## src/rtl/key_event_arbiter.sv

```systemverilog
// Latches key press pulses, arbitrates them round-robin into a show-ahead event FIFO
// and presents key indices over valid/ready. Optional auto-repeat: define KEY_REPEAT_EN.
module key_event_arbiter #(
   parameter int N       = 4,
   parameter int IDXW    = 2,
   parameter int DEPTH   = 4,
   parameter int AW      = 2,
   parameter int RPT_DLY = 24000000,
   parameter int RPT_PER = 6000000,
   parameter int RPT_W   = 25
) (
   input  logic            clk,
   input  logic            rst_n,
   input  logic [N-1:0]    key_pulse,
   input  logic [N-1:0]    key_n,
   output logic            ev_valid,
   input  logic            ev_ready,
   output logic [IDXW-1:0] ev_idx,
   output logic            ev_repeat,
   output logic            overflow,
   input  logic            clr_ovf
);

   localparam int EW = IDXW + 1;

   logic [N-1:0]    pending;
   logic [IDXW-1:0] last;
   logic [EW-1:0]   mem [DEPTH];
   logic [AW:0]     wr_ptr;
   logic [AW:0]     rd_ptr;
   logic            full;
   logic            empty;
   logic            push;
   logic            pop;
   logic            any_pend;
   logic            grant;
   logic            rpt_grant;
   logic [IDXW-1:0] grant_idx;
   logic [N-1:0]    grant_mask;
   logic [EW-1:0]   push_data;
   logic [EW-1:0]   head;
   logic            ovf_set;

   assign empty = (wr_ptr == rd_ptr);
   assign full  = (wr_ptr[AW] != rd_ptr[AW]) && (wr_ptr[AW-1:0] == rd_ptr[AW-1:0]);

   // Round-robin search starting just after the most recently granted key
   always_comb begin
      any_pend  = 1'b0;
      grant_idx = '0;
      for (int k = 1; k <= N; k++) begin
         if (!any_pend && pending[(int'(last) + k) % N]) begin
            any_pend  = 1'b1;
            grant_idx = IDXW'((int'(last) + k) % N);
         end
      end
   end

   assign grant = any_pend & ~full;

   always_comb begin
      grant_mask = '0;
      if (grant) grant_mask[grant_idx] = 1'b1;
   end

   assign ovf_set = |(key_pulse & pending & ~grant_mask);

   always_ff @(posedge clk or negedge rst_n) begin
      if (!rst_n) begin
         pending  <= '0;
         last     <= IDXW'(N - 1);
         overflow <= 1'b0;
      end else begin
         pending <= (pending & ~grant_mask) | key_pulse;
         if (grant) last <= grant_idx;
         if (ovf_set) overflow <= 1'b1;
         else if (clr_ovf) overflow <= 1'b0;
      end
   end

`ifdef KEY_REPEAT_EN
   logic [IDXW-1:0]  tgt;
   logic             active;
   logic             first;
   logic             rpt_pend;
   logic [RPT_W-1:0] cnt;
   logic             held;
   logic             rpt_tick;

   assign held      = active & ~key_n[tgt];
   assign rpt_tick  = held && (cnt == (first ? RPT_W'(RPT_DLY - 1) : RPT_W'(RPT_PER - 1)));
   assign rpt_grant = rpt_pend & ~(|pending) & ~full;
   assign push_data = grant ? {1'b0, grant_idx} : {1'b1, tgt};

   // A fresh press retargets the tracker and drops any stale repeat of the old key
   always_ff @(posedge clk or negedge rst_n) begin
      if (!rst_n) begin
         tgt      <= '0;
         active   <= 1'b0;
         first    <= 1'b0;
         rpt_pend <= 1'b0;
         cnt      <= '0;
      end else if (grant) begin
         tgt      <= grant_idx;
         active   <= 1'b1;
         first    <= 1'b1;
         rpt_pend <= 1'b0;
         cnt      <= '0;
      end else if (active && key_n[tgt]) begin
         active   <= 1'b0;
         rpt_pend <= 1'b0;
      end else if (rpt_tick) begin
         rpt_pend <= 1'b1;
         cnt      <= '0;
         first    <= 1'b0;
      end else begin
         if (held) cnt <= cnt + 1'b1;
         if (rpt_grant) rpt_pend <= 1'b0;
      end
   end
`else
   logic unused_rpt;

   assign rpt_grant  = 1'b0;
   assign push_data  = {1'b0, grant_idx};
   assign unused_rpt = ^{key_n, 32'(RPT_DLY), 32'(RPT_PER), 32'(RPT_W)};
`endif

   assign push = grant | rpt_grant;
   assign pop  = ~empty & ev_ready;

   always_ff @(posedge clk or negedge rst_n) begin
      if (!rst_n) begin
         wr_ptr <= '0;
         rd_ptr <= '0;
         for (int i = 0; i < DEPTH; i++) mem[i] <= '0;
      end else begin
         if (push) begin
            mem[wr_ptr[AW-1:0]] <= push_data;
            wr_ptr              <= wr_ptr + 1'b1;
         end
         if (pop) rd_ptr <= rd_ptr + 1'b1;
      end
   end

   assign head      = mem[rd_ptr[AW-1:0]];
   assign ev_valid  = ~empty;
   assign ev_idx    = empty ? '0 : head[IDXW-1:0];
   assign ev_repeat = ~empty & head[IDXW];

endmodule

```

## config.mk

```make
export PLATFORM = sky130hd
export DESIGN_NAME = key_event_arbiter
export DESIGN_NICKNAME = d
export VERILOG_FILES = /design/src/rtl/key_event_arbiter.sv
export SDC_FILE = /design/constraint.sdc
export NUM_CORES = 1
export LEC_CHECK = 0
export ABC_AREA = 1
export CAP_MARGIN = 10
export CORE_UTILIZATION = 50
export DETAILED_ROUTE_END_ITERATION = 7
export GPL_TIMING_DRIVEN = 0
export PLACE_DENSITY = 0.84
export SYNTH_ARGS = -nofsm -noshare
export SYNTH_HDL_FRONTEND = slang
export SYNTH_SLANG_ARGS = --single-unit
```

## constraint.sdc

```tcl
create_clock -name clk -period 2.1 [get_ports clk]
set_input_delay 0.42 -clock clk [delete_from_list [all_inputs] [get_ports clk]]
set_output_delay 0.42 -clock clk [all_outputs]
set_load 0.03 [all_outputs]
```

==> metrics.md <==
| Metric | Value |
|---|---|
| TritonCTS clock tree | `built` |
| Final period util | `slightly below 100%` |
| Reg-to-reg critical path startpoint | `last[0]` |
| Vias/cell | `5.38` |
| Critical path fanouts, max | `8` |
| Initial Util | `53.4%` |
| Largest net degree at the start of global routing | `22` |
| CP max-delay cell | `dfstp_2` |
| Share of layout cells above drive strength 1 | `23.9%` |
| Bufs on Longest Clock Path | `2` |
| WL per Instance | `12.9 um` |
| Status | `complete, no violations` |
| Hold crit path type | `flop to flop` |
| CTS root buffer | `clkbuf_4` |
| FFs w/ async S/R, synth | `100%` |
| Area Growth Syn to Fin | `18.6%` |
| Synth unique cells | `27` |
| Commonest non-fill, non-tap cell in the layout | `nand2_1` |
| Die extent in y | `53.7 um` |
| H-tree depth | `1` |
| Crit-path cells | `buf_6, inv_6, nand2_2, nand2_2, nand2_2, nand2_4, inv_2, nand2_1, nand2_2, nand4_1, o21bai_1, nand2_1, nor2_1, nand2_1` |
| FP Rows | `18` |
| Yosys reg bits | `21` |
| Drt initial violations | `57` |
| Endpoints failing setup | `0` |
| Final core occ | `63.3%` |
| Die Span X | `53.7 um` |
| WHS Path Cells | `1` |
| Routability cong. | `0.745` |
| Synth Instances | `176` |
| Fin Setup TNS | `0 ns` |
| Syn Area/Cell | `7.59 um2` |
| Max-cap violation count | `0` |
| Initial antenna violation count | `0` |
| Clk sink count | `21` |
| Hold_sp | `rd_ptr[2]` |
| Port bufs | `11` |
| Max incr delay on CP | `approximately 0.56 ns` |
| Top_reg_cell synth | `dfrtp_1` |
| Startpoint types | `flop` |
| Final Critical Period | `2.04 ns` |
| Share of the yosys chip area belonging to registers | `39.6%` |
| RSZ-0062 raised after global routing | `yes` |
| Slew of the pin with the lowest slew margin | `0.929 ns` |
| Yosys warns | `0` |
| Setup Crit Path Kind | `flop to flop` |
| Worst EP required | `2.30 ns` |
| DR pass1 iterations | `4` |
| Worst R2R Setup Slack | `between 0.06 and 0.07 ns` |
| Post-synth EDFFs | `0` |
| IO Count | `17` |
| Num CTS Buffers | `3` |
| R2R Path End | `overflow` |
| Hold-fix buffers, CTS | `0` |
| Via count | `around 1,200` |
| CP arrival | `between 2 and 2.5 ns` |
| Gr ovfl total | `0` |
| Max-slew violations | `0` |
| Hold EP | `rd_ptr[2]` |
| Drt drc | `0` |
| Crit-path most repeated cell | `nand2_2` |
| First-pass GRT wire length | `4370 um` |
| Worst-path clk slew | `0.12 ns` |
| Reg2Reg Depth | `14` |
| Worst-skew pair later-pin latency | `0.30 ns` |
| Worst slew margin | `between 30% and 40%` |
| Synthesized area | `around 1300 um2` |
| Post-DRT Antenna Nets | `0` |
| Vias in the first global route | `1,086` |
| Core Area | `2500 um2` |
| Die Area | `2880 um2` |
| Final Hold Viols | `0` |
| Skew final | `0.00865 ns` |
| Most frequent cells in the layout | `nand2_1 (53), inv_1 (18), dfrtp_1 (17), nand2_2 (13), o21ai_0 (13)` |
| ANT cells | `0` |
| Gr usage total | `approximately 21%` |
| HPWL Detailed | `2070 um` |
| Syn nets | `193` |
| Fmax | `491 MHz` |
| Post-detailed-routing wire length | `2940 um` |
| Layout net count | `215` |
| Crit end category | `flop` |
[worst max-delay path by stage]
| stage | from | endpoint | slack [ns] | depth (start not counted) |
|---|---|---|---|---|
| floorplan | rd_ptr[0] | ev_idx[0] | 0.38 | 6 |
| global placement | rd_ptr[0] | ev_idx[1] | -0.04 | 7 |
| detailed placement | rd_ptr[0] | ev_idx[0] | -0.06 | 7 |
| CTS | rd_ptr[0] | ev_idx[0] | 0.04 | 7 |
| global route | last[0] | overflow | -0.06 | 14 |
| finish | last[0] | overflow | 0.06 | 14 |
[per-stage QoR]
| stage | setup WS (ns) | instances | area (um2) | hold slack, ns |
|---|---|---|---|---|
| floorplan | 0.377 | 176 | 1340 | 0.124 |
| global placement | -0.0413 | 217 | 1480 | 0.465 |
| detailed placement | -0.0567 | 217 | 1480 | 0.481 |
| CTS | 0.0368 | 221 | 1520 | 0.506 |
| global route | -0.0608 | 227 | 1580 | 0.513 |
| finish | 0.0613 | 227 | 1580 | 0.500 |
[cells in the mapped netlist (all sizes together), types with 3 or more instances]
library cell / instances / area (um2)
buf: 3 / 30.0
nand3: 9 / 55.1
dfrtp: 19 / 475
nand4: 3 / 18.8
nor2: 9 / 41.3
inv: 25 / 96.3
xor2: 4 / 35.0
nand2: 70 / 298
o21bai: 3 / 22.5
ha: 5 / 62.6
o21ai: 14 / 70.1
[registers in the layout (all words and copies together) (netlist names)]
name and flops:
rd_ptr 3, mem 8, last 2, pending 4, wr_ptr 3, overflow 1
[critical path: cells and delay by family, from the launching register on]
family                 cells  cell delay, ns
AOI/OAI and AO/OA          1            0.21
DFF                        1            0.56
and+or+nand+nor           10            0.91
buffers and inverters      3            0.24
[what timing repair did]
action                                  4_1_cts  5_1_grt
pin swaps                                     1        7
endpoints found under the setup margin        3        4
gates resized for setup                      12       12
gates cloned                                  0        1
hold endpoints to repair                      0        0
setup buffers                                 0        5
[layer usage]
metal / vias up / GRT usage (%) / wire length, um
met4: 0 / 7.02 / 25
met3: 4 / 3.11 / 131
met5: - / 0 / 0
li1: 587 / - / -
met2: 43 / 37.7 / 1490
met1: 588 / 24.7 / 1290
[cells by family after synthesis]
logic type | synth area share (%)
AND/OR/NAND/NOR | 30.9
multiplexers | 0.843
flip-flops | 39.6
adder cells (fa/ha/maj) | 4.69
AO/OA/AOI/OAI | 10.3
other | 0.281
buffers and inverters | 9.47
XOR/XNOR | 3.94
[layout make-up]
| cell class | count | area, um2 |
|---|---|---|
| plain buffers | 3 | 30.0 |
| inverters | 25 | 98.8 |
| flip-flops and latches | 21 | 531 |
| multi-input cells | 127 | 712 |
| clock buffers | 4 | 26.3 |
| repair buffers | 17 | 148 |
| fillers | 205 | 917 |
| well taps | 30 | 37.5 |
Power is left out: the tool's default activity adds up to more than one toggle a clock period on the data nets, which glitch-free logic cannot reach.
